==> config.mk <==
export PLATFORM = sky130hd
export DESIGN_NAME = uart_tx_sched_flat
export DESIGN_NICKNAME = d
export VERILOG_FILES = /design/src/rtl/uart_sched_pkg.sv /design/src/rtl/uart_tx_sched_if.sv /design/src/rtl/rr_arbiter.sv /design/src/rtl/uart_tx_sched.sv /design/src/flat_wrapper.sv
export SDC_FILE = /design/constraint.sdc
export NUM_CORES = 1
export LEC_CHECK = 0
export BUFFER_PORTS_ARGS = -buffer_cell sky130_fd_sc_hd__buf_2
export CELL_PAD_IN_SITES_DETAIL_PLACEMENT = 0
export CELL_PAD_IN_SITES_GLOBAL_PLACEMENT = 2
export CORE_AREA = 2 2 89 91
export CTS_CLUSTER_DIAMETER = 30
export DETAILED_ROUTE_END_ITERATION = 16
export DIE_AREA = 0 0 91 93
export PLACE_DENSITY_LB_ADDON = 0.1
export SLEW_MARGIN = 20
export SYNTH_ARGS = -nofsm -noshare
export SYNTH_HDL_FRONTEND = slang
export SYNTH_SLANG_ARGS = --single-unit
==> constraint.sdc <==
create_clock -name clk -period 2.1 [get_ports clk]
set_input_delay 0.525 -clock clk [delete_from_list [all_inputs] [get_ports clk]]
set_output_delay 0.525 -clock clk [all_outputs]
set_load 0.05 [all_outputs]
==> src/rtl/uart_sched_pkg.sv <==
// Shared types and the round-robin search used by the UART transmit scheduler
// and other shared-peripheral arbiters.
package uart_sched_pkg;

    typedef enum logic [2:0] {IDLE, ARB, LOAD, WAIT_BUSY, WAIT_DONE} sched_state_t;

    localparam int MAX_REQ = 8;

    // Returns {found, index} of the first set request at or after ptr, modulo n.
    function automatic logic [3:0] rr_select(input logic [MAX_REQ-1:0] req,
                                             input logic [2:0] ptr, input int n);
        logic       found;
        logic [2:0] idx;
        logic [2:0] win;
        found = 1'b0;
        idx   = '0;
        win   = '0;
        for (int i = 0; i < MAX_REQ; i++) begin
            if (i < n && !found) begin
                idx = 3'((int'(ptr) + i) % n);
                if (req[idx]) begin
                    win   = idx;
                    found = 1'b1;
                end
            end
        end
        return {found, win};
    endfunction

endpackage

==> src/rtl/uart_tx_sched_if.sv <==
// Requester byte streams plus the UART core write/busy handshake.
interface uart_tx_sched_if #(parameter int NREQ = 4);
    logic [NREQ-1:0]   req_valid;
    logic [8*NREQ-1:0] req_data;
    logic [NREQ-1:0]   req_last;
    logic [NREQ-1:0]   req_ready;
    logic [NREQ-1:0]   grant;
    logic              uart_wr_o;
    logic [7:0]        uart_dat_o;
    logic              uart_busy_i;

    modport master (output req_valid, req_data, req_last, uart_busy_i,
                    input  req_ready, grant, uart_wr_o, uart_dat_o);
    modport slave  (input  req_valid, req_data, req_last, uart_busy_i,
                    output req_ready, grant, uart_wr_o, uart_dat_o);
endinterface

==> src/rtl/rr_arbiter.sv <==
// Pointer-based round-robin pick: one-hot grant of the first request at or after ptr.
module rr_arbiter
    import uart_sched_pkg::*;
#(
    parameter int NREQ = 4,
    parameter int PW   = $clog2(NREQ)
) (
    input  logic [NREQ-1:0] req,
    input  logic [PW-1:0]   ptr,
    output logic [NREQ-1:0] gnt
);
    logic [MAX_REQ-1:0] req_w;
    logic [3:0]         sel;

    always_comb begin
        req_w            = '0;
        req_w[NREQ-1:0]  = req;
        sel              = rr_select(req_w, 3'(ptr), NREQ);
        gnt              = sel[3] ? (NREQ'(1) << sel[2:0]) : '0;
    end
endmodule

==> src/rtl/uart_tx_sched.sv <==
// Round-robin, packet-locked scheduler feeding one UART transmit core from NREQ
// byte-stream requesters; strobes each byte once and tracks the core busy flag.
module uart_tx_sched
    import uart_sched_pkg::*;
#(
    parameter int NREQ    = 4,
    parameter int BUSY_TO = 16,
    parameter int IDLE_TO = 1024
) (
    input  logic            clk,
    input  logic            rst,
    uart_tx_sched_if.slave  bus,
    output logic            sched_busy,
    output logic            err_timeout
);
    localparam int PW   = $clog2(NREQ);
    localparam int TMAX = (BUSY_TO > IDLE_TO) ? BUSY_TO : IDLE_TO;
    localparam int TW   = $clog2(TMAX) + 1;
    localparam logic [TW-1:0] BUSY_LIM = TW'(BUSY_TO - 1);
    localparam logic [TW-1:0] IDLE_LIM = TW'(IDLE_TO - 1);

    sched_state_t    state, state_n;
    logic [NREQ-1:0] grant_q, grant_n, arb_gnt;
    logic [PW-1:0]   rr_ptr, ptr_n, win_idx;
    logic [TW-1:0]   tmr, tmr_n;
    logic [7:0]      dat_q, dat_n, sel_byte;
    logic            last_q, last_n, err_n;
    logic            sel_valid, sel_last, accept, byte_done;

    rr_arbiter #(.NREQ(NREQ)) u_arb (.req(bus.req_valid), .ptr(rr_ptr), .gnt(arb_gnt));

    always_comb begin
        sel_byte  = '0;
        sel_valid = 1'b0;
        sel_last  = 1'b0;
        win_idx   = '0;
        for (int i = 0; i < NREQ; i++) begin
            if (grant_q[i]) begin
                sel_byte  = bus.req_data[8*i +: 8];
                sel_valid = bus.req_valid[i];
                sel_last  = bus.req_last[i];
            end
            if (arb_gnt[i]) win_idx = PW'(i);
        end
    end

    always_ff @(posedge clk) begin
        if (rst) begin
            state       <= IDLE;
            grant_q     <= '0;
            rr_ptr      <= '0;
            tmr         <= '0;
            dat_q       <= '0;
            last_q      <= 1'b0;
            err_timeout <= 1'b0;
        end else begin
            state       <= state_n;
            grant_q     <= grant_n;
            rr_ptr      <= ptr_n;
            tmr         <= tmr_n;
            dat_q       <= dat_n;
            last_q      <= last_n;
            err_timeout <= err_n;
        end
    end

    always_comb begin
        state_n   = state;
        grant_n   = grant_q;
        ptr_n     = rr_ptr;
        dat_n     = dat_q;
        last_n    = last_q;
        err_n     = err_timeout;
        accept    = 1'b0;
        byte_done = 1'b0;
        tmr_n     = (&tmr) ? tmr : tmr + 1'b1;
        case (state)
            IDLE: begin
                // Holding off on busy lets a byte from before a reset drain first.
                tmr_n = '0;
                if (|bus.req_valid && !bus.uart_busy_i) state_n = ARB;
            end
            ARB: begin
                tmr_n   = '0;
                state_n = IDLE;
                if (|arb_gnt) begin
                    grant_n = arb_gnt;
                    ptr_n   = (win_idx == PW'(NREQ - 1)) ? '0 : win_idx + 1'b1;
                    state_n = LOAD;
                end
            end
            LOAD: begin
                if (sel_valid && !bus.uart_busy_i) begin
                    accept  = 1'b1;
                    dat_n   = sel_byte;
                    last_n  = sel_last;
                    tmr_n   = '0;
                    state_n = WAIT_BUSY;
                end else if (tmr == IDLE_LIM) begin
                    err_n   = 1'b1;
                    grant_n = '0;
                    state_n = IDLE;
                end
            end
            WAIT_BUSY: begin
                // A byte the core never picked up is dropped, not retried.
                if (bus.uart_busy_i) begin
                    state_n = WAIT_DONE;
                end else if (tmr == BUSY_LIM) begin
                    err_n     = 1'b1;
                    byte_done = 1'b1;
                end
            end
            WAIT_DONE: if (!bus.uart_busy_i) byte_done = 1'b1;
            default:   state_n = IDLE;
        endcase
        if (byte_done) begin
            if (last_q) begin
                grant_n = '0;
                state_n = IDLE;
            end else begin
                tmr_n   = '0;
                state_n = LOAD;
            end
        end
    end

    assign sched_busy     = (state != IDLE);
    assign bus.grant      = grant_q;
    assign bus.req_ready  = {NREQ{accept}} & grant_q;
    assign bus.uart_wr_o  = accept;
    assign bus.uart_dat_o = accept ? sel_byte : dat_q;
endmodule

==> src/flat_wrapper.sv <==
// flat-port wrapper written by rule: the top's interface ports become plain ports
module uart_tx_sched_flat import uart_sched_pkg::*;
#(
    parameter int NREQ    = 4,
    parameter int BUSY_TO = 16,
    parameter int IDLE_TO = 1024
)
  (clk, rst, sched_busy, err_timeout, bus_req_valid, bus_req_data, bus_req_last, bus_uart_busy_i, bus_req_ready, bus_grant, bus_uart_wr_o, bus_uart_dat_o);
  uart_tx_sched_if #(.NREQ(NREQ)) bus_i ();
  input  logic clk;
  input  logic rst;
  output logic sched_busy;
  output logic err_timeout;
  input wire logic [$bits(bus_i.req_valid)-1:0] bus_req_valid;
  input wire logic [$bits(bus_i.req_data)-1:0] bus_req_data;
  input wire logic [$bits(bus_i.req_last)-1:0] bus_req_last;
  input wire logic [$bits(bus_i.uart_busy_i)-1:0] bus_uart_busy_i;
  output wire logic [$bits(bus_i.req_ready)-1:0] bus_req_ready;
  output wire logic [$bits(bus_i.grant)-1:0] bus_grant;
  output wire logic [$bits(bus_i.uart_wr_o)-1:0] bus_uart_wr_o;
  output wire logic [$bits(bus_i.uart_dat_o)-1:0] bus_uart_dat_o;
  assign bus_i.req_valid = bus_req_valid;
  assign bus_i.req_data = bus_req_data;
  assign bus_i.req_last = bus_req_last;
  assign bus_i.uart_busy_i = bus_uart_busy_i;
  assign bus_req_ready = bus_i.req_ready;
  assign bus_grant = bus_i.grant;
  assign bus_uart_wr_o = bus_i.uart_wr_o;
  assign bus_uart_dat_o = bus_i.uart_dat_o;
  uart_tx_sched #(.NREQ(NREQ), .BUSY_TO(BUSY_TO), .IDLE_TO(IDLE_TO)) u_core (.clk(clk), .rst(rst), .bus(bus_i), .sched_busy(sched_busy), .err_timeout(err_timeout));
endmodule
# Word-level counts from Yosys, hierarchy flattened
# Cells that the tools add are included.
# word_totals
register_bits	30
output_inout_bits	19
# op_classes
n_addsub	5
magnitude_cmp	4
eq_ne	15
n_shift	1
muxes	70
n_bitwise	4
reduce_logical	17
# ops
op	count
11-bit two-way mux	4
8-bit two-way mux	5
3-bit two-way mux	11
1-bit two-way mux	29
4-bit two-way mux	6
11-bit one-hot mux with 2 select lines	1
3-bit one-hot mux with 5 select lines	1
3-bit by 4-bit < comparator with 1-bit output, second input constant	3
2-bit two-way mux	6
11-bit by 1-bit adder with 11-bit output, second input constant	1
11-bit by 10-bit equality test with 1-bit output, second input constant	1
11-bit by 4-bit equality test with 1-bit output, second input constant	1
11-bit AND reduction	1
1-bit binary-select mux with 3-bit select	3
4-bit one-hot mux with 2 select lines	1
2-bit OR reduction	4
4-bit OR reduction	2
3-bit by 2-bit equality test with 1-bit output, second input constant	2
2-bit by 1-bit != test with 1-bit output, second input constant	3
5-bit AND reduction	1
2-bit by 1-bit adder with 2-bit output, second input constant	2
2-bit adder, second input constant	2
4-bit AND	1
2-bit by 4-bit < comparator with 1-bit output, second input constant	1
18 further kinds	24

# Depth between registers and ports, before layout
# logic_depth
ltp_word	18
ltp_mapped	9
ltp_nobuf	7

# Modules after synthesis
# Synthesis repeated with hierarchy kept, for this count alone.
# unflattened
hier_cells	246
area_unflattened_um2	1934.4
# by_module_without_submodules
mod	n_inst	cells_each	area_per_inst_um2
uart_tx_sched	1	230	1830.5
rr_arbiter	1	16	103.8

# Least setup slack after synthesis
# Ideal clock, no wire load.
# synth_path
kind	register to output
start	register u_core.grant_q[0], in the netlist u_core.bus.grant[0]
end	output port bus_req_ready[0]
arrival_ps	2327
required_ps	1575
setup_slack_ps	-752
path_stages_with_launch	9
cell_sequence	dfxtp_1 nor2b_2 buf_6 a221o_1 o211ai_2 nor3b_1 buf_6 buf_6 and2_1
# synth_via
elab_chain_len	8
# synth_rtl
element	line_no	rtl
start, declared	uart_tx_sched.sv:23	logic [NREQ-1:0] grant_q, grant_n, arb_gnt;
start signal, assigned	uart_tx_sched.sv:58	grant_q <= grant_n;
1-bit two-way mux (4 in a row)	uart_tx_sched.sv:38	if (grant_q[i]) begin
1-bit logical AND	uart_tx_sched.sv:93	if (sel_valid && !bus.uart_busy_i) begin
1-bit two-way mux	uart_tx_sched.sv:93	
1-bit two-way mux	uart_tx_sched.sv:77	case (state)
net bus_uart_wr_o	flat_wrapper.sv:20	output wire logic [$bits(bus_i.uart_wr_o)-1:0] bus_uart_wr_o;
4-bit AND	uart_tx_sched.sv:130	assign bus.req_ready = {NREQ{accept}} & grant_q;
end, declared	flat_wrapper.sv:18	output wire logic [$bits(bus_i.req_ready)-1:0] bus_req_ready;
# The timed path passes the listed nets, and every way through them passes these cells.

# Worst setup path after layout
# layout_path
start	register u_core.grant_q[0], in the netlist u_core.bus.grant[0]
end	output port bus_uart_dat_o[0]
# layout_via
elab_chain_len	8
# layout_rtl
element	line_no	rtl
1-bit two-way mux (4 in a row)	uart_tx_sched.sv:38	
1-bit logical AND	uart_tx_sched.sv:93	
1-bit two-way mux	uart_tx_sched.sv:93	
1-bit two-way mux	uart_tx_sched.sv:77	
8-bit two-way mux *	uart_tx_sched.sv:132	assign bus.uart_dat_o = accept ? sel_byte : dat_q;
end, declared	flat_wrapper.sv:21	output wire logic [$bits(bus_i.uart_dat_o)-1:0] bus_uart_dat_o;
# Mark *: on every way between the ends. The rest lies on a longest branch, timed or not.

==> flow_summary.toml <==
[timing]
fin_tns_setup_ns = -5.17
final.setup_skew_ns = 0.00160
max_freq_mhz = 394
fin_crit_ns = 2.54
drv_slew = 0
hold_viol_final = 0
slew_headroom_pct = 74.8
rsz0062_at_grt = "true"
final.period_utilization_pct = 121
worst_pin_slew_ns = 0.377
layout_setup_ws_ns = -0.441
holdWs_ns = 0.501
setup_viol = 13

[worst_setup_path]
cp_num_buf_inv = 2
worstSetupStartpointType = "flip-flop"
critPathSlowestCell = "dfxtp_4"
critPathRequiredTime_ns = 1.57
cp-end-kind = "output pin"
worstPathArrival_ns = 2.02
path_class = "flip-flop to output pin"
crit_family = "compound AO/OA/AOI/OAI gates"
crit_chain = "nor2b_4, a221o_1, o211ai_2, nor3b_4, buf_12, mux2_4, buf_8"
max_stage_delay_ns = 0.34
crit_fanout = 14

[layout]
diodes = 0
fill_cells = 809
nets = 360
fin_cells = 419
synthToLayoutAreaGrowth_pct = 45.2
layout-drive-gt1-share_pct = 43.5

[placed_design]
hpwlAfterDp_mm = 4.38
finalWeightedCongestion = 0.749
io_buffers = 61
place_inst = 410

[detailed_routing]
wl_per_cell_um = 13.9
vias = 1926
drtIter0Drc = 69
dr.pass1.iters = 4
routed_wl_mm = 5.81
viasPerCell = 4.60
drc_errors = 0
detail-route-antenna-nets = 0

[clock_tree]
clock_sinks = 30
cts_hold_buf = 0
root_buffer = "clkbuf_8"
cts.htree.levels = 2
clk_pin_slew_ns = 0.07
insertion_delay_ns = 0.28
cts_tree = "built"
clock_path_buffers = 2
cts_buffers = 5

[synthesis]
synth_most_common_cell = "dfxtp_1"
synth_top_area_share_pct = 31.4
syn_area_mm2 = 0.00191
yosys-top-cells-count = "30 x dfxtp_1, 22 x nand2_1, 19 x nor2b_1"
post_synth_num_cell_types = 48
synth_edf_count = 0
synthArstFlopShare_pct = 0
avgSynthCellArea_um2 = 8.42
yosys_warnings = 0
yosys-top-cells-area = "dfxtp_1 31%, mux2_4 6.3%, nor2b_1 6.2%, nand2_1 4.3%, a221oi_1 4.1%"
synthesis.nets = 271
ys_seq_area_share_pct = 31.4
synth-seq-cells = 30
synthFlopType = "dfxtp_1"
synth_cells = 227
synth_top_area_cell = "dfxtp_1"

[global_route]
grt_remaining_overflow = 0
antenna_found_initial = 0
grt_max_degree = 21
grt_pass1_wl_mm = 9.23
globalRouteTotalUtil_pct = 13.6
grt_pass1_vias = 1804

[min_path]
hp-class = "flip-flop to flip-flop"

[pwr]
switching_share_pct = 35.7
irDropWorstVdd_mv = 0.224
power_density_mw_per_mm2 = 669
p_comb_share_pct = 37.6
p_total_mw = 1.86
p_int_mw = 1.19
seqPwrFrac_pct = 35.7
p_leak_nw = 1.15
pwr-share-clk_pct = 26.8
p_switching_uw = 663

[die]
start_util_pct = 25.4
die-width_um = 91
num_rows = 32
core-area_mm2 = 0.00753
io_pins = 62
die-area_mm2 = 0.00846
die-height_um = 93

[outcome]
violations = "negative setup slack"
status = "finished, violations left"

[run]
timing.max_cap.violations = 0
## final cells by class
cell class	count	area, um2	area share, %
repair buffers	97	673	24.3
multi-input cells	176	1230	44.5
flip-flops and latches	30	611	22.0
clock buffers	6	82.6	2.98
inverters	6	33.8	1.22
clock inverters	2	12.5	0.451
well taps	102	128	4.60
## sequential cells by signal, summed over array words and instances (netlist names)
register and cells:
u_core.tmr 11, u_core.err_timeout 1, u_core.state 3, u_core.bus.grant 4, u_core.dat_q 8, u_core.rr_ptr 2, u_core.last_q 1
## cells by family (layout without fill, tap and decap cells)
family | count (synthesis) | count (layout) | share of synthesized area [%]
xor+xnor | 5 | 5 | 2.29
simple gates | 101 | 101 | 27.8
compound gates | 59 | 59 | 24.6
buf+inv | 21 | 111 | 5.89
mux | 10 | 10 | 7.33
flops | 30 | 30 | 31.4
fa+ha+maj | 1 | 1 | 0.655
## metal layers
layer	up-vias	wire length [um]	GRT usage, %
li1	1005	-	-
met1	876	2840	18.7
met2	41	2710	22.0
met3	4	215	2.74
met4	0	44	3.41
met5	-	0	0
## cells in the final DEF, fill, tap and decap left out, types with 4 or more instances in the layout
master | netlist | routed
a211oi_1 | 7 | 7
a21oi_1 | 11 | 11
a21oi_2 | 4 | 4
a221oi_1 | 9 | 9
and3_1 | 4 | 4
buf_2 | 2 | 48
buf_4 | 0 | 35
buf_6 | 4 | 12
clkbuf_8 | 0 | 6
clkinvlp_4 | 0 | 4
dfxtp_1 | 30 | 26
mux2_4 | 8 | 8
nand2_1 | 22 | 19
nand2b_1 | 4 | 4
nand3_1 | 10 | 10
nor2_1 | 18 | 18
nor2b_1 | 19 | 19
nor3_1 | 6 | 6
o31ai_1 | 8 | 8
## power groups by stage
| stage | clock [mW] | sequential, mW | combinational [mW] |
|---|---|---|---|
| floorplan | 0 | 0.695 | 0.423 |
| global placement | 0 | 0.679 | 0.692 |
| detailed placement | 0 | 0.676 | 0.689 |
| CTS | 0.517 | 0.662 | 0.699 |
| global route | 0.538 | 0.669 | 0.767 |
| finish | 0.497 | 0.662 | 0.697 |
## path summary, 6_finish.rpt
kind | startpoint | end | slack, ns | depth (start not counted)
setup / recovery | u_core.bus.grant[0]$_SDFF_PP0_ | bus_uart_dat_o[0] | -0.44 | 7
hold / removal | u_core.err_timeout$_SDFFE_PP0P_ | u_core.err_timeout$_SDFFE_PP0P_ | 0.50 | 1
setup reg to reg | u_core.tmr[0]$_SDFF_PP0_ | u_core.tmr[4]$_SDFF_PP0_ | 0.16 | 8
hold reg to reg | u_core.err_timeout$_SDFFE_PP0P_ | u_core.err_timeout$_SDFFE_PP0P_ | 0.50 | 1
## through the flow
| step | setup WS, ns | instance area (um2) | utilization (%) |
|---|---|---|---|
| after floorplan | -0.279 | 1970 | - |
| after global placement | -0.391 | 2580 | 34.3 |
| after detailed placement | -0.407 | 2580 | 34.3 |
| after CTS | -0.477 | 2770 | 36.7 |
| after global routing | -0.514 | 2770 | 36.9 |
| final | -0.441 | 2770 | 36.9 |
## timing repair
item / 4_1_cts / 5_1_grt
gates resized for setup: 26 / 2
gates cloned: 0 / 0
buffers inserted: 2 / 0
endpoints found under the setup margin: 13 / 23
pin swaps: 1 / 1
(Power assumes the default switching activity.)
